===== src/rtl/regfile_wb_sequencer_if.sv =====
// regfile_wb_sequencer_if
// Groups the write-back request handshake, the register-file write port and
// the decode hazard lookup for regfile_wb_sequencer.
//   slave  : the sequencer side (takes requests, drives the write port)
//   master : the pipeline / register-file side
// Register ID 4'hF means "no register" on every 4-bit field.
interface regfile_wb_sequencer_if;
  logic        in_valid;
  logic        in_ready;
  logic [3:0]  dstE;
  logic [63:0] valE;
  logic [3:0]  dstM;
  logic [63:0] valM;
  logic        wr_en;
  logic [3:0]  wr_addr;
  logic [63:0] wr_data;
  logic        done;
  logic [14:0] busy;
  logic [3:0]  srcA;
  logic [3:0]  srcB;
  logic        hazard;

  modport slave (
    input  in_valid, dstE, valE, dstM, valM, srcA, srcB,
    output in_ready, wr_en, wr_addr, wr_data, done, busy, hazard
  );

  modport master (
    output in_valid, dstE, valE, dstM, valM, srcA, srcB,
    input  in_ready, wr_en, wr_addr, wr_data, done, busy, hazard
  );
endinterface


===== src/rtl/regfile_wb_sequencer.sv =====
// regfile_wb_sequencer
// Serialises one Y86-64 write-back request (up to two destinations, E then M)
// onto a single register-file write port and tracks pending destinations so
// decode can detect read-after-write hazards.
// Ports:
//   clk  - system clock, all state updates on posedge
//   rst  - asynchronous active-high reset
//   wb   - request handshake (in_valid/in_ready, dstE/valE, dstM/valM),
//          write port (wr_en/wr_addr/wr_data), done strobe, busy vector,
//          hazard lookup (srcA/srcB -> hazard)
//
// state  | meaning
// -------+------------------------------------------------------------
// IDLE   | ready for a request; write port idle
// WR_E   | presenting the E write (dstE/valE) on the port
// WR_M   | presenting the M write (dstM/valM) on the port
module regfile_wb_sequencer (
  input  logic                  clk,
  input  logic                  rst,
  regfile_wb_sequencer_if.slave wb
);

  localparam logic [3:0] RNONE = 4'hF;

  typedef enum logic [1:0] {S_IDLE, S_WR_E, S_WR_M} state_t;

  state_t      r_state;
  logic [3:0]  r_dste;
  logic [63:0] r_vale;
  logic [3:0]  r_dstm;
  logic [63:0] r_valm;
  logic [14:0] r_busy;
  logic        r_wr_en;
  logic [3:0]  r_wr_addr;
  logic [63:0] r_wr_data;

  logic        w_doe_in;
  logic        w_dom_in;
  logic        w_dom_q;
  logic [15:0] w_busy16;

  // One-hot busy mask for a register ID; ID F falls off the top and sets nothing.
  function automatic logic [14:0] onehot15(input logic [3:0] id);
    return 15'(16'd1 << id);
  endfunction

  // When both destinations match, M wins (popq %rsp), so E is suppressed.
  assign w_doe_in = (wb.dstE != RNONE) && (wb.dstE != wb.dstM);
  assign w_dom_in = (wb.dstM != RNONE);
  assign w_dom_q  = (r_dstm != RNONE);

  always_ff @(posedge clk or posedge rst) begin
    if (rst) begin
      r_state   <= S_IDLE;
      r_dste    <= '0;
      r_vale    <= '0;
      r_dstm    <= '0;
      r_valm    <= '0;
      r_busy    <= '0;
      r_wr_en   <= 1'b0;
      r_wr_addr <= RNONE;
      r_wr_data <= '0;
    end else begin
      case (r_state)
        S_IDLE: begin
          if (wb.in_valid) begin
            r_dste <= wb.dstE;
            r_vale <= wb.valE;
            r_dstm <= wb.dstM;
            r_valm <= wb.valM;
            r_busy <= r_busy
                    | (w_doe_in ? onehot15(wb.dstE) : 15'd0)
                    | (w_dom_in ? onehot15(wb.dstM) : 15'd0);
            if (w_doe_in) begin
              r_state   <= S_WR_E;
              r_wr_en   <= 1'b1;
              r_wr_addr <= wb.dstE;
              r_wr_data <= wb.valE;
            end else if (w_dom_in) begin
              r_state   <= S_WR_M;
              r_wr_en   <= 1'b1;
              r_wr_addr <= wb.dstM;
              r_wr_data <= wb.valM;
            end
          end
        end
        S_WR_E: begin
          r_busy <= r_busy & ~onehot15(r_dste);
          if (w_dom_q) begin
            r_state   <= S_WR_M;
            r_wr_addr <= r_dstm;
            r_wr_data <= r_valm;
          end else begin
            r_state   <= S_IDLE;
            r_wr_en   <= 1'b0;
            r_wr_addr <= RNONE;
            r_wr_data <= '0;
          end
        end
        S_WR_M: begin
          r_busy    <= r_busy & ~onehot15(r_dstm);
          r_state   <= S_IDLE;
          r_wr_en   <= 1'b0;
          r_wr_addr <= RNONE;
          r_wr_data <= '0;
        end
        default: begin
          r_state   <= S_IDLE;
          r_wr_en   <= 1'b0;
          r_wr_addr <= RNONE;
          r_wr_data <= '0;
        end
      endcase
    end
  end

  // Bit 15 is a permanent zero so a lookup of register F never reads as busy.
  assign w_busy16 = {1'b0, r_busy};

  assign wb.in_ready = (r_state == S_IDLE);
  assign wb.wr_en    = r_wr_en;
  assign wb.wr_addr  = r_wr_addr;
  assign wb.wr_data  = r_wr_data;
  assign wb.busy     = r_busy;

  // A request with no effective write needs both destinations to be F, and
  // completes in its own accept cycle.
  assign wb.done = !rst && (
                     ((r_state == S_WR_E) && !w_dom_q) ||
                     (r_state == S_WR_M) ||
                     ((r_state == S_IDLE) && wb.in_valid &&
                      (wb.dstE == RNONE) && (wb.dstM == RNONE)));

  assign wb.hazard = ((wb.srcA != RNONE) && w_busy16[wb.srcA]) ||
                     ((wb.srcB != RNONE) && w_busy16[wb.srcB]);

endmodule

===== src/flat_wrapper.sv =====
// flat-port wrapper written by rule: the top's interface ports become plain ports
module regfile_wb_sequencer_flat 
  (clk, rst, wb_in_valid, wb_dstE, wb_valE, wb_dstM, wb_valM, wb_srcA, wb_srcB, wb_in_ready, wb_wr_en, wb_wr_addr, wb_wr_data, wb_done, wb_busy, wb_hazard);
  regfile_wb_sequencer_if wb_i ();
  input  logic clk;
  input  logic rst;
  input wire logic [$bits(wb_i.in_valid)-1:0] wb_in_valid;
  input wire logic [$bits(wb_i.dstE)-1:0] wb_dstE;
  input wire logic [$bits(wb_i.valE)-1:0] wb_valE;
  input wire logic [$bits(wb_i.dstM)-1:0] wb_dstM;
  input wire logic [$bits(wb_i.valM)-1:0] wb_valM;
  input wire logic [$bits(wb_i.srcA)-1:0] wb_srcA;
  input wire logic [$bits(wb_i.srcB)-1:0] wb_srcB;
  output wire logic [$bits(wb_i.in_ready)-1:0] wb_in_ready;
  output wire logic [$bits(wb_i.wr_en)-1:0] wb_wr_en;
  output wire logic [$bits(wb_i.wr_addr)-1:0] wb_wr_addr;
  output wire logic [$bits(wb_i.wr_data)-1:0] wb_wr_data;
  output wire logic [$bits(wb_i.done)-1:0] wb_done;
  output wire logic [$bits(wb_i.busy)-1:0] wb_busy;
  output wire logic [$bits(wb_i.hazard)-1:0] wb_hazard;
  assign wb_i.in_valid = wb_in_valid;
  assign wb_i.dstE = wb_dstE;
  assign wb_i.valE = wb_valE;
  assign wb_i.dstM = wb_dstM;
  assign wb_i.valM = wb_valM;
  assign wb_i.srcA = wb_srcA;
  assign wb_i.srcB = wb_srcB;
  assign wb_in_ready = wb_i.in_ready;
  assign wb_wr_en = wb_i.wr_en;
  assign wb_wr_addr = wb_i.wr_addr;
  assign wb_wr_data = wb_i.wr_data;
  assign wb_done = wb_i.done;
  assign wb_busy = wb_i.busy;
  assign wb_hazard = wb_i.hazard;
  regfile_wb_sequencer u_core (.clk(clk), .rst(rst), .wb(wb_i));
endmodule

===== config.mk =====
export PLATFORM = sky130hd
export DESIGN_NAME = regfile_wb_sequencer_flat
export DESIGN_NICKNAME = d
export VERILOG_FILES = /design/src/rtl/regfile_wb_sequencer_if.sv /design/src/rtl/regfile_wb_sequencer.sv /design/src/flat_wrapper.sv
export SDC_FILE = /design/constraint.sdc
export NUM_CORES = 1
export LEC_CHECK = 0
export ABC_AREA = 1
export CAP_MARGIN = 25
export CORE_AREA = 2 2 124 174
export DETAILED_ROUTE_END_ITERATION = 8
export DIE_AREA = 0 0 126 176
export GPL_ROUTABILITY_DRIVEN = 0
export PLACE_DENSITY_LB_ADDON = 0.25
export REMOVE_ABC_BUFFERS = 1
export SLEW_MARGIN = 5
export SYNTH_ARGS = -nofsm -noshare
export SYNTH_HDL_FRONTEND = slang
export SYNTH_SLANG_ARGS = --single-unit

===== constraint.sdc =====
create_clock -name clk -period 11.4 [get_ports clk]
set_clock_uncertainty 0.05 [all_clocks]
set_input_delay 2.28 -clock clk [delete_from_list [all_inputs] [get_ports clk]]
set_output_delay 2.28 -clock clk [all_outputs]
set_load 0.03 [all_outputs]

==> metrics.csv <==
metric,value,unit
timing.rr.end,u_core.wb.wr_data[35]$_DFFE_PP0P_,
power_frac_comb,0.468,
yosys-top-cells-area,"dfrtp_1, nand2_1, nand3_1",
path_delay_family,buffers and inverters,
tritoncts,built,
ios,234,
yosysMostFrequentCell,nand2_1,
regToRegSetupSlack,8.09,ns
core,20500,um^2
synth_edf_count,0,
setup_viol,0,
route.detailed.drc,0,
maxCapViolCount,0,
worst_slew_pin_slew,0.943,ns
critPathBufInv,3,
clockBufferDepth,2,
path_max_fanout,65,
grt_first_pass_wirelength,45.2,mm
cts.repair.resized,0,
whs_endpoint,u_core.wb.wr_addr[2]$_DFFE_PP1P_,
hold_buffers,0,
fin_cells,1768,
cpMaxStageDelayCell,clkdlybuf4s50_1,
cts_setup_buffers,0,
rsz0062_at_grt,false,
cts_buffers,17,
yosysWarnings,0,
antenna_found_initial,0,
crit_start,wb_in_valid,
io_buffers,233,
final_nets,1650,
path_common_cell,clkdlybuf4s50_1,
relSlewSlack,0.371,
finalHoldWorstSlack,0.420,ns
final_core_util,0.582,
via_count,9213,
endpoint_kind,primary output,
critPathLaunchType,primary input,
clk_pin_slew,0.06,ns
syn_area,8920,um^2
worstHoldStart,u_core.wb.wr_addr[2]$_DFFE_PP1P_,
crit_required,9.07,ns
cts_root_buffer,clkbuf_16,
synth_common_cells,"nand2_1, inv_1, nand3_1",
postSynthAreaPerCell,6.80,um^2
finalHoldViolations,0,
synth_ff_type,dfrtp_1,
ir_worst_vdd,0.110,mV
p_int,1.64,mW
slew_violations,0,
synth_top_cell_area_share,0.432,
grt_pass1_vias,9017,
fin_crit_sh,0.615,
pwr-share-clk,0.202,
switching_power,1.33,mW
seq_area_frac_synth,0.444,
swShare,0.447,
leakagePower,6.13,nW
die-area,22200,um^2
routed_wl,28.0,mm
antennaDiodeCount,0,
synth.distinct_cells,30,
power.density,249,nW/um^2
drtIter0Drc,674,
setup_tns,0,ns
initial_core_util,0.436,
crit_type,primary input to primary output,
whs_path_depth,2,
reg2reg_depth,8,
ctsHtreeMaxLevel,4,
n_fill_cell,1970,
yosys_register_bits,158,
status,"complete, no violations",
hpwlAfterDp,18.3,mm
viasPerCell,5.21,
p_seq_frac,0.331,
wl_per_cell,15.9,um
place_inst,1735,
die_y,176,um
clock_sinks,158,
fp.dieW,126,um
rows,62,
fmax,143,MHz
ant_nets,0,
grt_max_degree,93,
area_growth,33.6,%
clock_latency,0.42,ns
finalCriticalPeriod,7.02,ns
synthArstFlopShare,1.00,
worstPathCellList,"clkdlybuf4s50_1, nand2_4, inv_1, nand2_1, or3_1, a21oi_1, clkdlybuf4s50_1",
syn_inst,1313,
grt_usage,0.254,
rr_startpoint,u_core.r_state[0]$_DFFE_PP0P_,
drtPass1Iterations,5,
overflow,0,
hp-class,flop to flop,
drive_gt1_frac,0.0410,
synth_area_leader_cell,dfrtp_1,
slowest_delay,0.70,ns
critPathArrivalTime,4.69,ns
through the flow:
stage | worst slack, ns | power, mW | cell area (um^2)
global placement | 4.41 | 2.35 | 11300
finish | 4.38 | 2.97 | 11900
global route | 4.27 | 3.18 | 11900
CTS | 4.39 | 2.99 | 11900
floorplan | 3.52 | 1.81 | 8550
detailed placement | 4.39 | 2.38 | 11300
layout make-up:
| cell class | count | area (um^2) | area share |
|---|---|---|---|
| Multi-Input combinational cell | 907 | 3970 | 0.333 |
| Clock buffer | 18 | 429 | 0.0360 |
| Timing Repair Buffer | 243 | 2410 | 0.202 |
| Clock inverter | 14 | 185 | 0.0155 |
| Tap cell | 256 | 320 | 0.0269 |
| Sequential cell | 158 | 3960 | 0.332 |
| Inverter | 172 | 651 | 0.0546 |
cells by family (layout without fill, tap and decap cells):
family	Yosys count	in the layout	synth area share
and+or+nand+nor	750	750	0.342
DFF	158	158	0.444
AOI/OAI and AO/OA	153	153	0.0942
buffers and inverters	248	447	0.114
adders and majority gates	4	4	0.00561
routing by layer:
| metal | vias up | global-route usage | routed length [um] |
|---|---|---|---|
| met3 | 78 | 0.0458 | 1510 |
| met1 | 4330 | 0.300 | 11200 |
| met5 | - | 0 | 0 |
| met4 | 0 | 0.115 | 1130 |
| li1 | 4455 | - | - |
| met2 | 350 | 0.449 | 14200 |
flip-flops by register name, summed over array words and instances, names as in the netlist:
| name | count |
|---|---|
| u_core.r_dstm | 4 |
| u_core.wb.busy | 15 |
| u_core.r_state | 2 |
| u_core.wb.wr_addr | 4 |
| u_core.wb.wr_data | 64 |
| u_core.r_dste | 4 |
| u_core.r_valm | 64 |
| u_core.wb.wr_en | 1 |
cells in the final DEF, fill, tap and decap left out, types with 2 or more instances in the layout:
cell type,count
o211ai_1,6
nand2_1,544
inv_1,165
ha_1,3
o31ai_1,3
o22ai_1,8
dfrtp_1,154
buf_4,10
inv_8,2
a22oi_1,8
bufinv_16,3
o21ai_0,108
inv_6,3
nand2_2,4
nor3_1,14
nand3_1,160
a32oi_1,4
clkinv_4,4
dfstp_2,4
inv_2,6
nor2_1,22
clkinvlp_4,2
a21oi_1,12
clkdlybuf4s50_1,233
clkbuf_16,17
worst max-delay path by stage:
| stage | to | slack [ns] | cells past startpoint |
|---|---|---|---|
| final | wb_done | 4.38 | 7 |
| after global routing | wb_done | 4.27 | 7 |
| after CTS | wb_done | 4.39 | 7 |
| after detailed placement | wb_done | 4.39 | 7 |
| after global placement | wb_done | 4.41 | 7 |
| after floorplan | wb_done | 3.52 | 7 |
power by group through the flow:
stage	Combinational [mW]	Sequential [mW]	Clock (mW)
after global placement	1.37	0.979	0
after global routing	1.54	1.01	0.632
after CTS	1.40	0.979	0.610
final	1.39	0.983	0.599
after floorplan	0.652	1.16	0
after detailed placement	1.39	0.983	0
worst reg2reg max path, delay by kind of cell (launching register included):
kind	cells	cell delay [ns]
and+or+nand+nor	4	1.19
buffers and inverters	3	1.35
DFF	1	0.41
adders and majority gates	1	0.23
(Power assumes the default switching activity.)
